## config.mk

```make
export PLATFORM = sky130hd
export DESIGN_NAME = escaner_teclado_4x4
export DESIGN_NICKNAME = d
export VERILOG_FILES = /design/src/rtl/teclado_pkg.sv /design/src/rtl/preescalador.sv /design/src/rtl/escaner_teclado_4x4.sv
export SDC_FILE = /design/constraint.sdc
export NUM_CORES = 1
export LEC_CHECK = 0
export ABC_AREA = 1
export CAP_MARGIN = 20
export CORE_UTILIZATION = 30
export DETAILED_ROUTE_END_ITERATION = 16
export GPL_ROUTABILITY_DRIVEN = 0
export PLACE_DENSITY = 0.45
export RECOVER_POWER = 25
export SYNTH_ARGS = -nofsm -noshare
export SYNTH_HDL_FRONTEND = slang
export SYNTH_SLANG_ARGS = --single-unit
```

## constraint.sdc

```tcl
create_clock -name i_Clk -period 1.4 [get_ports i_Clk]
set_input_delay 0.14 -clock i_Clk [delete_from_list [all_inputs] [get_ports i_Clk]]
set_output_delay 0.14 -clock i_Clk [all_outputs]
set_load 0.02 [all_outputs]
```

## src/rtl/teclado_pkg.sv

```systemverilog
// Shared types and constants for the 4x4 keypad scanner: FSM encoding, idle column
// and the keypad legend table used when TECLADO_MAPA_HEX_EN is defined.
package teclado_pkg;

    typedef enum logic [1:0] {
        ESCANEO    = 2'd0,
        REBOTE     = 2'd1,
        PRESIONADA = 2'd2,
        LIBERACION = 2'd3
    } estado_t;

    localparam logic [3:0] COL_INICIAL  = 4'b1110;
    localparam logic [3:0] FILAS_LIBRES = 4'hF;

    // Legend indexed by raw code fila*4+col; entry 15 is leftmost.
    localparam logic [15:0][3:0] MAPA_HEX = {
        4'hD, 4'hF, 4'h0, 4'hE,
        4'hC, 4'h9, 4'h8, 4'h7,
        4'hB, 4'h6, 4'h5, 4'h4,
        4'hA, 4'h3, 4'h2, 4'h1
    };

    // Lowest low row wins; result is {fila, col} which equals fila*4+col.
    function automatic logic [3:0] codigo_crudo(input logic [3:0] filas,
                                                input logic [3:0] columnas);
        logic [1:0] fila;
        logic [1:0] col;
        if (!filas[0])      fila = 2'd0;
        else if (!filas[1]) fila = 2'd1;
        else if (!filas[2]) fila = 2'd2;
        else                fila = 2'd3;
        case (columnas)
            4'b1110: col = 2'd0;
            4'b1101: col = 2'd1;
            4'b1011: col = 2'd2;
            4'b0111: col = 2'd3;
            default: col = 2'd0;
        endcase
        return {fila, col};
    endfunction

endpackage

```

## src/rtl/preescalador.sv

```systemverilog
// Scan prescaler: counts 0..LIM and raises o_Tick for the single clock where the count equals LIM.
module preescalador #(
    parameter int N   = 17,
    parameter int LIM = 99999
) (
    input  logic i_Clk,
    input  logic i_Rst,
    output logic o_Tick
);

    localparam logic [N-1:0] TERMINAL = N'(LIM);

    logic [N-1:0] r_cont;

    // Free-running counter that wraps to zero after the terminal count.
    always_ff @(posedge i_Clk or negedge i_Rst) begin
        if (!i_Rst) begin
            r_cont <= '0;
        end else if (r_cont == TERMINAL) begin
            r_cont <= '0;
        end else begin
            r_cont <= r_cont + N'(1);
        end
    end

    assign o_Tick = (r_cont == TERMINAL);

endmodule

```

## src/rtl/escaner_teclado_4x4.sv

```systemverilog
// 4x4 keypad scanner with debounce; define TECLADO_MAPA_HEX_EN to output the keypad
// legend instead of the raw code fila*4+col.
module escaner_teclado_4x4
    import teclado_pkg::*;
#(
    parameter int N   = 17,
    parameter int LIM = 99999,
    parameter int DEB = 4
) (
    input  logic       i_Clk,
    input  logic       i_Rst,
    input  logic [3:0] i_Filas,
    output logic [3:0] o_Columnas,
    output logic [3:0] o_Tecla,
    output logic       o_Valida,
    output logic       o_Presionada
);

    localparam logic [3:0] DEB_C = 4'(DEB);

    logic       w_tick;
    logic [3:0] w_codigo;
    logic [3:0] w_cnt_sig;
    logic [3:0] r_filas_m;
    logic [3:0] r_filas_s;
    logic [3:0] r_cand;
    logic [3:0] r_cnt;
    logic [3:0] r_columnas;
    logic [3:0] r_tecla;
    logic       r_valida;
    logic       r_presionada;
    estado_t    r_estado;

    preescalador #(.N(N), .LIM(LIM)) u_preescalador (
        .i_Clk  (i_Clk),
        .i_Rst  (i_Rst),
        .o_Tick (w_tick)
    );

    assign w_cnt_sig = r_cnt + 4'd1;

`ifdef TECLADO_MAPA_HEX_EN
    assign w_codigo = MAPA_HEX[codigo_crudo(r_cand, r_columnas)];
`else
    assign w_codigo = codigo_crudo(r_cand, r_columnas);
`endif

    // Two-flop synchronizer for the asynchronous row inputs; idles released.
    always_ff @(posedge i_Clk or negedge i_Rst) begin
        if (!i_Rst) begin
            r_filas_m <= FILAS_LIBRES;
            r_filas_s <= FILAS_LIBRES;
        end else begin
            r_filas_m <= i_Filas;
            r_filas_s <= r_filas_m;
        end
    end

    // Scan/debounce FSM; all decisions are taken only on scan ticks.
    always_ff @(posedge i_Clk or negedge i_Rst) begin
        if (!i_Rst) begin
            r_estado     <= ESCANEO;
            r_cnt        <= 4'd0;
            r_cand       <= FILAS_LIBRES;
            r_columnas   <= COL_INICIAL;
            r_tecla      <= 4'd0;
            r_valida     <= 1'b0;
            r_presionada <= 1'b0;
        end else begin
            r_valida <= 1'b0;
            if (w_tick) begin
                case (r_estado)
                    ESCANEO: begin
                        if (r_filas_s == FILAS_LIBRES) begin
                            r_columnas <= {r_columnas[2:0], r_columnas[3]};
                        end else begin
                            r_cand   <= r_filas_s;
                            r_cnt    <= 4'd1;
                            r_estado <= REBOTE;
                        end
                    end
                    REBOTE: begin
                        if (r_filas_s != r_cand) begin
                            r_cnt    <= 4'd0;
                            r_estado <= ESCANEO;
                        end else if (w_cnt_sig == DEB_C) begin
                            r_valida     <= 1'b1;
                            r_tecla      <= w_codigo;
                            r_presionada <= 1'b1;
                            r_cnt        <= 4'd0;
                            r_estado     <= PRESIONADA;
                        end else begin
                            r_cnt <= w_cnt_sig;
                        end
                    end
                    PRESIONADA: begin
                        if (r_filas_s == FILAS_LIBRES) begin
                            r_cnt    <= 4'd1;
                            r_estado <= LIBERACION;
                        end else begin
                            r_cnt <= 4'd0;
                        end
                    end
                    LIBERACION: begin
                        if (r_filas_s != FILAS_LIBRES) begin
                            r_cnt    <= 4'd0;
                            r_estado <= PRESIONADA;
                        end else if (w_cnt_sig == DEB_C) begin
                            r_presionada <= 1'b0;
                            r_cnt        <= 4'd0;
                            r_columnas   <= {r_columnas[2:0], r_columnas[3]};
                            r_estado     <= ESCANEO;
                        end else begin
                            r_cnt <= w_cnt_sig;
                        end
                    end
                    default: begin
                        r_cnt    <= 4'd0;
                        r_estado <= ESCANEO;
                    end
                endcase
            end
        end
    end

    assign o_Columnas   = r_columnas;
    assign o_Tecla      = r_tecla;
    assign o_Valida     = r_valida;
    assign o_Presionada = r_presionada;

endmodule
```

==> run summary, run 1 <==
The count of nets left with antenna violations once routing finished came out at 0. The via count of the first global-routing pass was 1907. The total standard cell area after synthesis is 0.00229 mm2, and the count of buffers from port buffering is 15. The CTS root buffer is sky130_fd_sc_hd__clkbuf_8. The per-cell routed wire length is 10.9 um, and the total negative slack is -622 ps. STA classifies the critical path startpoint as a register. Overall routing resource usage: 0.138. For this run, the top clock speed supported by timing is 680 MHz.

The worst setup path is captured at a register. The met3 layer usage reported by global route is 0.0249, and the initial standard-cell utilization of the core is 0.312. During synthesis, Yosys emitted a total of 0 warnings.

For the number of antenna violations at the first check in global routing, the log shows 0. The signal on the critical path passes through ha_4 > nand2_4 > nor2_4 > inv_2 > nor2_4 > nand2_4 > inv_8 > nand3_4 > inv_4 > nor2_2 > nor2_1. The synthesis-to-layout area growth was 44.0%. The critical path's top delay family was simple AND/OR/NAND/NOR gates.

The tools report the reg-to-reg endpoint as o_Tecla[1]$_DFFE_PN0P_. The logs give 0 for the max-cap check violation count and 358 for the final-stage net count. The mean post-synth cell area was 8.17 um2.

The first global-routing pass estimated 8.42 mm of wire. Across all layers, the routed design uses 1948 vias. The fraction of power spent switching nets was 0.213; the clock network latency to the later pin of the worst-skew pair was 300 ps. The fraction of power consumed by sequential logic came out at 0.563. The number of setup violations in the final report was 17. In this run, distinct cell masters in the synthesized netlist total 28. The final critical-path share of the clock period works out to 1.05. For the area of the die, the log shows 0.00798 mm2.

The core footprint came out at 0.00733 mm2. When the netlist entered floorplanning its net count stood at 289. The flip-flop and latch count after synthesis was 45; the number of cells produced by synthesis was 280. The standby leakage power came out at 1.54 nW. The total internal power is 1.86 mW. TritonCTS built the clock tree. Counting every sink on the clock net gives 45.

Data arrives at the worst endpoint at 1700 ps. Subtracting the final worst setup slack from the clock period gives 1470 ps. The most congested layer reported by global routing is met2.

Along the worst path, the maximum fanout reaches 8. Global routing finished with a remaining overflow of 0. The critical path is of the reg2reg type. For the final database, setup skew stands at 6.61 ps.

Total power for the finished layout comes to 2.36 mW. The proportion of layout cells with a drive suffix above 1 was 0.414. The worst hold path terminates at r_filas_s[2]$_DFF_PN1_.

The number of antenna cells inserted is 0. The worst register-to-register path begins at u_preescalador.r_cont[1]$_DFF_PN0_. The die is 89.3 um tall. The logs give 0.500 for the sequential cell area fraction in the yosys report and 0.187 for the global routing met1 resource utilization.

For the number of hold violations in the final report, the log shows 0. Across the whole layout, storage elements account for 0.00115 mm2. Detailed placement ended at an HPWL of 3.52 mm.

The multi-input logic area was 0.00122 mm2; the required time reported for the critical path endpoint was 1630 ps. The slowest library cell on the worst path was sky130_fd_sc_hd__dfrtp_1. In this run the horizontal extent of the chip is 89.3 um. Fill cells in the final layout number 730. The number of I/O pins was 16; the depth of the worst register-to-register path was 11. In the routed design, unresolved DRC markers number 0.

Power spread over the standard cell area amounts to 717 mW/mm2. Summed over all layers, the routed wires come to 4.87 mm. Met2 global-route usage: 0.218. For this block, the initial DRC count from the detailed router was 88. The sum of buffers and inverters on the critical path came out at 3. After clock tree synthesis, the clock-pin slew on the worst setup and hold paths is 80 ps.

The tightest min-delay check is of the reg2reg type. Number of pins with negative max-slew slack in the final report: 0. The tools report the worst-case setup margin in the final layout as -69.9 ps. On the worst path, the slowest cell contributes a delay of 400 ps. After floorplanning, the core was divided into 31 placement rows.

The cell depth of the worst min-delay path was 0. The tools report the relative slew slack as 0.583. The share of total power in the clock network is 0.407. The startpoint identified for the worst hold timing path is r_filas_m[2]$_DFF_PN1_. The checks that failed: setup timing. The transition time of the tightest slew-check pin was 626 ps. Setup repair after global routing could not meet its margin everywhere.

For the first-pass detailed-route iteration total, the log shows 5. Across all register-to-register paths, the minimum setup slack is -70 ps. The combinational power share is 0.030, and the number of buffers on the longest clock path is 2. Counting the buffers created by CTS gives 5. The flow ran to the end, but the final reports show violations.

The largest net degree at the start of global routing was 46. The H-tree was split into 2 levels. For the net switching power, the log shows 0.504 mW. Average vias per placed instance: 4.34. The largest voltage drop on the vdd net is 0.000337 V.
==> worst register-to-register path: stages, from the launching register on <==
cell,delay (ps)
sky130_fd_sc_hd__dfrtp_1,400
sky130_fd_sc_hd__ha_4,160
sky130_fd_sc_hd__nand2_4,60
sky130_fd_sc_hd__nor2_4,100
sky130_fd_sc_hd__inv_2,60
sky130_fd_sc_hd__nor2_4,120
sky130_fd_sc_hd__nand2_4,90
sky130_fd_sc_hd__inv_8,90
sky130_fd_sc_hd__nand3_4,130
sky130_fd_sc_hd__inv_4,80
sky130_fd_sc_hd__nor2_2,30
sky130_fd_sc_hd__nor2_1,90
==> power groups by stage <==
| stage | logic, mW | registers, mW | clock network, mW |
|---|---|---|---|
| 2_1_floorplan | 0.0116 | 1.35 | 0 |
| 3_3_place_gp | 0.0633 | 1.35 | 0 |
| 3_5_place_dp | 0.0636 | 1.36 | 0 |
| 4_1_cts | 0.0674 | 1.33 | 1.01 |
| 5_1_grt | 0.0826 | 1.33 | 1.04 |
| 6_report | 0.0716 | 1.33 | 0.961 |
==> layer usage <==
layer / part of all wire / vias up
li1: - / 1013
met1: 0.50 / 906
met5: 0 / -
met3: 0.019 / 7
met2: 0.46 / 22
met4: 0.018 / 0
==> layout by cell type, fill, tap and decap left out, types with 7 or more instances in the layout <==
cell / instances
sky130_fd_sc_hd__nand2_1: 50
sky130_fd_sc_hd__buf_4: 40
sky130_fd_sc_hd__inv_1: 35
sky130_fd_sc_hd__nor2_1: 29
sky130_fd_sc_hd__dfrtp_1: 29
sky130_fd_sc_hd__dfstp_2: 15
sky130_fd_sc_hd__nand2_2: 14
sky130_fd_sc_hd__o21ai_2: 11
sky130_fd_sc_hd__nor2_2: 9
sky130_fd_sc_hd__inv_2: 9
sky130_fd_sc_hd__nand3_1: 9
sky130_fd_sc_hd__xor2_1: 9
sky130_fd_sc_hd__dlygate4sd2_1: 8
sky130_fd_sc_hd__nand4_1: 7
sky130_fd_sc_hd__o21ai_1: 7
==> final cells by class <==
class,instances,share of cell area
multi-input combinational,189,0.369
sequential,45,0.348
timing repair buffer,62,0.155
inverter,46,0.0554
tap,99,0.0376
clock buffer,7,0.0326
clock inverter,1,0.00190
==> registers in the layout, indices dropped and copies added (netlist names) <==
signal,count
o_Presionada,1
r_cnt,4
r_cand,4
u_preescalador.r_cont,17
o_Columnas,4
o_Valida,1
r_filas_m,4
o_Tecla,4
r_filas_s,4
r_estado,2
==> synthesized netlist by cell type (all sizes together) <==
| cell type | instances | area, um2 |
|---|---|---|
| a211oi | 1 | 7.51 |
| a21boi | 1 | 7.51 |
| a21oi | 7 | 35.0 |
| clkinv | 2 | 13.8 |
| dfrtp | 30 | 751 |
| dfstp | 15 | 394 |
| ha | 3 | 37.5 |
| inv | 44 | 165 |
| nand2 | 68 | 263 |
| nand3 | 16 | 110 |
| nand4 | 8 | 65.1 |
| nor2 | 44 | 188 |
| nor3 | 4 | 20.0 |
| nor4 | 1 | 6.26 |
| o21ai | 22 | 110 |
| o22ai | 1 | 6.26 |
| or2 | 2 | 12.5 |
| xnor2 | 2 | 17.5 |
| xor2 | 9 | 78.8 |
==> per-stage QoR <==
step	utilization	cells	hold slack [ps]	instance area, um2	worst slack [ps]
global route	0.450	449	364	3300	-199
floorplan	-	280	-156	2300	2.07
detailed placement	0.394	435	146	2890	-117
global placement	0.394	435	143	2890	-102
CTS	0.421	444	220	3090	-95.1
finish	0.450	449	358	3300	-69.9
==> worst max-delay path by stage <==
| stage | start | cells after the start | endpoint |
|---|---|---|---|
| 2_1_floorplan | u_preescalador.r_cont[0]$_DFF_PN0_ | 11 | o_Tecla[1]$_DFFE_PN0P_ |
| 3_3_place_gp | r_filas_s[3]$_DFF_PN1_ | 10 | r_estado[1]$_DFFE_PN0P_ |
| 4_1_cts | u_preescalador.r_cont[1]$_DFF_PN0_ | 10 | o_Presionada$_DFFE_PN0P_ |
| 6_report | u_preescalador.r_cont[1]$_DFF_PN0_ | 11 | o_Tecla[1]$_DFFE_PN0P_ |
| 5_1_grt | u_preescalador.r_cont[1]$_DFF_PN0_ | 10 | o_Presionada$_DFFE_PN0P_ |
| 3_5_place_dp | r_filas_s[3]$_DFF_PN1_ | 8 | r_cnt[0]$_DFFE_PN0P_ |
==> cell families (layout without fill, tap and decap cells) <==
kind of cell / count (synthesis) / after routing / share of synthesized area
flops: 45 / 45 / 0.500
xor+xnor: 11 / 11 / 0.0421
compound gates: 32 / 32 / 0.0727
buf+inv: 46 / 116 / 0.0782
simple gates: 143 / 143 / 0.290
fa+ha+maj: 3 / 3 / 0.0164
==> repair_timing <==
action,in CTS,in global routing
pin swaps,10,27
buffers inserted,0,6
gates resized for setup,35,60
endpoints found under the setup margin,30,34
endpoints found under the hold margin,30,0
hold buffers,1,0
(Power assumes the default switching activity.)
==> inputs of run 2 (changes only) <==
--- a/config.mk
+++ b/config.mk
@@ -5,7 +5,6 @@
 export SDC_FILE = /design/constraint.sdc
 export NUM_CORES = 1
 export LEC_CHECK = 0
-export ABC_AREA = 1
 export CAP_MARGIN = 20
 export CORE_UTILIZATION = 30
 export DETAILED_ROUTE_END_ITERATION = 16
==> constraint.sdc (replaced) <==
create_clock -name i_Clk -period 1.3 [get_ports i_Clk]
set_input_delay 0.13 -clock i_Clk [delete_from_list [all_inputs] [get_ports i_Clk]]
set_output_delay 0.13 -clock i_Clk [all_outputs]
set_load 0.02 [all_outputs]
==> run 2 against run 1 <==
Worst setup slack got worse by 700 ps. Total power increased by 0.62%. Final cell count is 23% lower. The flow still finishes with violations (setup timing). Die area shrank 9.0%. Maximum frequency shrank 29%. Non-clock buffer count is 24 higher. Synthesized cell count decreased by 36%. Flip-flop and latch count did not move. Register-to-register slack lost 700 ps. Combinational power fell by 22%. Core utilization up 5.1 points.
==> run summary, run 2 <==
After legalization and detailed placement, the total HPWL measured 3.35 mm. The H-tree was split into 2 levels. In the routed design, unresolved DRC markers number 0. In the final timing run, aggregate negative setup slack is -13610 ps.

Counting flops with a built-in enable in the synthesized netlist gives 0. In the layout the commonest cells are sky130_fd_sc_hd__buf_4, sky130_fd_sc_hd__dfrtp_1, sky130_fd_sc_hd__buf_6. The post-synthesis async set-or-reset flop share was 1.00; the chip height was 85.2 um. The first global-routing pass estimated 8.02 mm of wire. The routed design has 4.92 mm of wire.

The flip-flop count of the largest register, all copies and words added is 17, and the mean post-synth cell area is 11.7 um2. The depth of the worst register-to-register path is 6. The area share of the largest cell type after synthesis is 0.361. Tracing the worst setup path back leads to its startpoint at r_cnt[0]$_DFFE_PN0P_. Via count of the first global-routing pass: 1708.

The kind of end point of the critical path was a register. The tools report the beginning of the worst register-to-register path as r_cnt[0]$_DFFE_PN0P_. The tools report the number of antenna cells inserted as 0. The core footprint was 0.00653 mm2; the largest voltage drop on the vdd net was 0.000538 V.

For the setup clock skew after layout, the log shows 7.57 ps. The critical path ends at o_Columnas[0]$_DFFE_PN0P_. In this run the core area contains 29 standard-cell rows. The run gives 0 as the remaining antenna violation count after routing.

The final critical-path share of the clock period is 1.59. The worst-case setup margin in the final layout was -769 ps. Dividing the detail-routed via count by the number of cells gives 4.84. The logs give 0 for the number of hold violations in the final report and 0.00327 mm2 for the final design area excluding fillers.

The final critical path time including I/O delays and setup was 2070 ps; the synthesis-to-layout area growth was 57.4%. Clock latency on the worst-skew pair, taken at its later pin, is 300 ps. The multi-input combinational cells in the finished layout cover a total of 0.00117 mm2.

Clock tree synthesis selected as its root buffer the cell sky130_fd_sc_hd__clkbuf_8. STA puts the critical path data required time at 1480 ps. The number of filler cells placed in the layout was 595; the cell area reported after detailed placement was 0.00278 mm2. At the worst endpoint, the arrival time is 2250 ps.

The number of buffers on the longest clock path is 2, and the power density normalized to cell area is 726 mW/mm2. After clock tree synthesis, the clock-pin slew on the worst setup and hold paths is 90 ps. The flip-flop and latch count after synthesis was 45; the number of setup violations in the final report was 35. Number of cells produced by synthesis: 178. The largest total area in the synthesized netlist belongs to sky130_fd_sc_hd__dfrtp_1.

The sequential cell area fraction in the yosys report came out at 0.551. Proportion of layout cells with a drive suffix above 1: 0.552. The number of I/O pins came out at 16.

The tools report the sink count of the clock tree as 45. The flow ran to the end, but the final reports show violations. The logs give 0 for the number of antenna violations at the first check in global routing and 0.143 for the overall routing resource usage. Detailed routing inserted a total of 1678 vias. Setup repair after global routing could not meet its margin everywhere. The library cell with the highest instance count after synthesis is sky130_fd_sc_hd__dfrtp_1. The checks that failed: setup timing.

The die covers 0.00726 mm2. The relative slew slack was 0.588; the standby leakage power was 1.46 nW. The transition time of the tightest slew-check pin came out at 619 ps. By startpoint and endpoint, the worst setup path is classified as reg2reg.

Dividing the detail-routed wire length by the instance count gives 14.2 um. The library cell used most frequently in the layout, excluding fill and tap cells, is sky130_fd_sc_hd__buf_4. By count the netlist is led by sky130_fd_sc_hd__dfrtp_1, sky130_fd_sc_hd__dfstp_2, sky130_fd_sc_hd__nor2_1, sky130_fd_sc_hd__xnor2_1, sky130_fd_sc_hd__nand2_1. The synthesized netlist contains 37 unique library cells.

The first-pass detailed-route iteration total was 3. Counting flops per register, the top entry is u_preescalador.r_cont. The run gives 0 as the number of warnings reported in the yosys synthesis log. After global routing the overflow that remains totals 0. Static timing analysis puts the maximum clock frequency at 483 MHz. TritonCTS built the clock tree. The initial standard-cell utilization of the core came out at 0.318. Counting every net in the synthesized netlist gives 187. At the placement stage, the worst setup path has a slack of -780 ps.

Input and output buffers added on the ports amount to 15. The number of pins with negative max-slew slack in the final report is 0, and the maximum fanout along the worst path is 4. Sorting the synthesized cells by area gives the leading types as sky130_fd_sc_hd__dfrtp_1, sky130_fd_sc_hd__dfstp_2, sky130_fd_sc_hd__xnor2_1. The reg-to-reg endpoint is o_Columnas[0]$_DFFE_PN0P_. The setup check on the worst reg-to-reg path leaves a slack of -770 ps. For the sequential cell area, the log shows 0.00114 mm2. The worst setup path is launched from a register. Counting the buffers created by CTS gives 5. The floorplan step set the die width to 85.2 um.

The largest net degree at the start of global routing is 46. In the final design database the tool counted 278 nets. The min-delay analysis places its worst path in the category reg2reg. The run gives 28 as the initial DRC count. The top flip-flop cell by instance count after synthesis was sky130_fd_sc_hd__dfrtp_1.

Max-cap violations in this run came to 0. The total standard cell area after synthesis came out at 0.00208 mm2.
==> run 2: changes by cell type in the layout (fill, tap and decap cells not counted), sizes merged, moves of 4 or more <==
cell and delta:
inv -39, buf +27, nor2 -29, xnor2 +11, nand2 -58, nand3 -9, and3 +4, mux2 +10
o21ai -17
==> run 2: per-layer routing <==
metal	vias to the layer above	wire length [um]	track usage
li1	812	-	-
met1	840	2260	0.190
met2	19	2470	0.230
met3	7	108	0.0331
met4	0	82	0.0462
met5	-	0	0
==> run 2: logic make-up after synthesis <==
family / Yosys count / synth area share
and+or+nand+nor: 69 / 0.193
DFF: 45 / 0.551
xor gates and xnor gates: 22 / 0.0927
AOI/OAI and AO/OA: 18 / 0.0656
muxes: 12 / 0.0638
buffers and inverters: 9 / 0.0163
adders and majority gates: 3 / 0.0181
==> run 2: worst min-delay path by stage <==
stage | from | end | slack [ps] | cells after the start
6_report | r_filas_m[0]$_DFF_PN1_ | r_filas_s[0]$_DFF_PN1_ | 360 | 0
5_1_grt | i_Filas[1] | r_filas_m[1]$_DFF_PN1_ | 340 | 1
4_1_cts | i_Filas[2] | r_filas_m[2]$_DFF_PN1_ | 210 | 1
3_5_place_dp | i_Rst | u_preescalador.r_cont[13]$_DFF_PN0_ | 130 | 2
3_3_place_gp | i_Rst | u_preescalador.r_cont[13]$_DFF_PN0_ | 120 | 2
2_1_floorplan | i_Rst | o_Columnas[0]$_DFFE_PN0P_ | -170 | 0
==> run 2: through the flow <==
stage	hold WS, ps	std cells	utilization	power, mW
after floorplan	-166	178	-	1.46
after global placement	124	321	0.425	1.52
after detailed placement	131	321	0.425	1.52
after CTS	210	344	0.478	2.43
after global routing	340	347	0.501	2.49
final	359	347	0.501	2.38
==> run 2: what timing repair did <==
| action | in CTS | in global routing |
|---|---|---|
| hold buffers | 1 | 0 |
| resized for setup | 56 | 42 |
| cloned | 0 | 0 |
| setup endpoints to repair | 44 | 37 |
| pin swaps | 19 | 32 |
| buffers inserted | 16 | 11 |
| hold endpoints to repair | 30 | 0 |
==> run 2: final cells by class <==
type,instances,area share
clock buffers,5,0.0210
well taps,77,0.0294
clock inverters,3,0.00650
inverters,7,0.00803
multi-input cells,124,0.358
flip-flops and latches,45,0.350
repair buffers,86,0.227
==> run 2: where the power goes <==
part | internal [mW] | switching [mW] | total [mW]
clock network | 0.379 | 0.509 | 0.888
logic | 0.0220 | 0.0342 | 0.0561
registers | 1.42 | 0.00950 | 1.43
==> run 2: critical path, cell delays in order (launching register included) <==
cell and delay, ps:
sky130_fd_sc_hd__dfrtp_1 420, sky130_fd_sc_hd__ha_2 210, sky130_fd_sc_hd__nand3b_1 200, sky130_fd_sc_hd__o31ai_4 230, sky130_fd_sc_hd__nor2b_1 90, sky130_fd_sc_hd__a2111o_1 450, sky130_fd_sc_hd__mux2_1 350
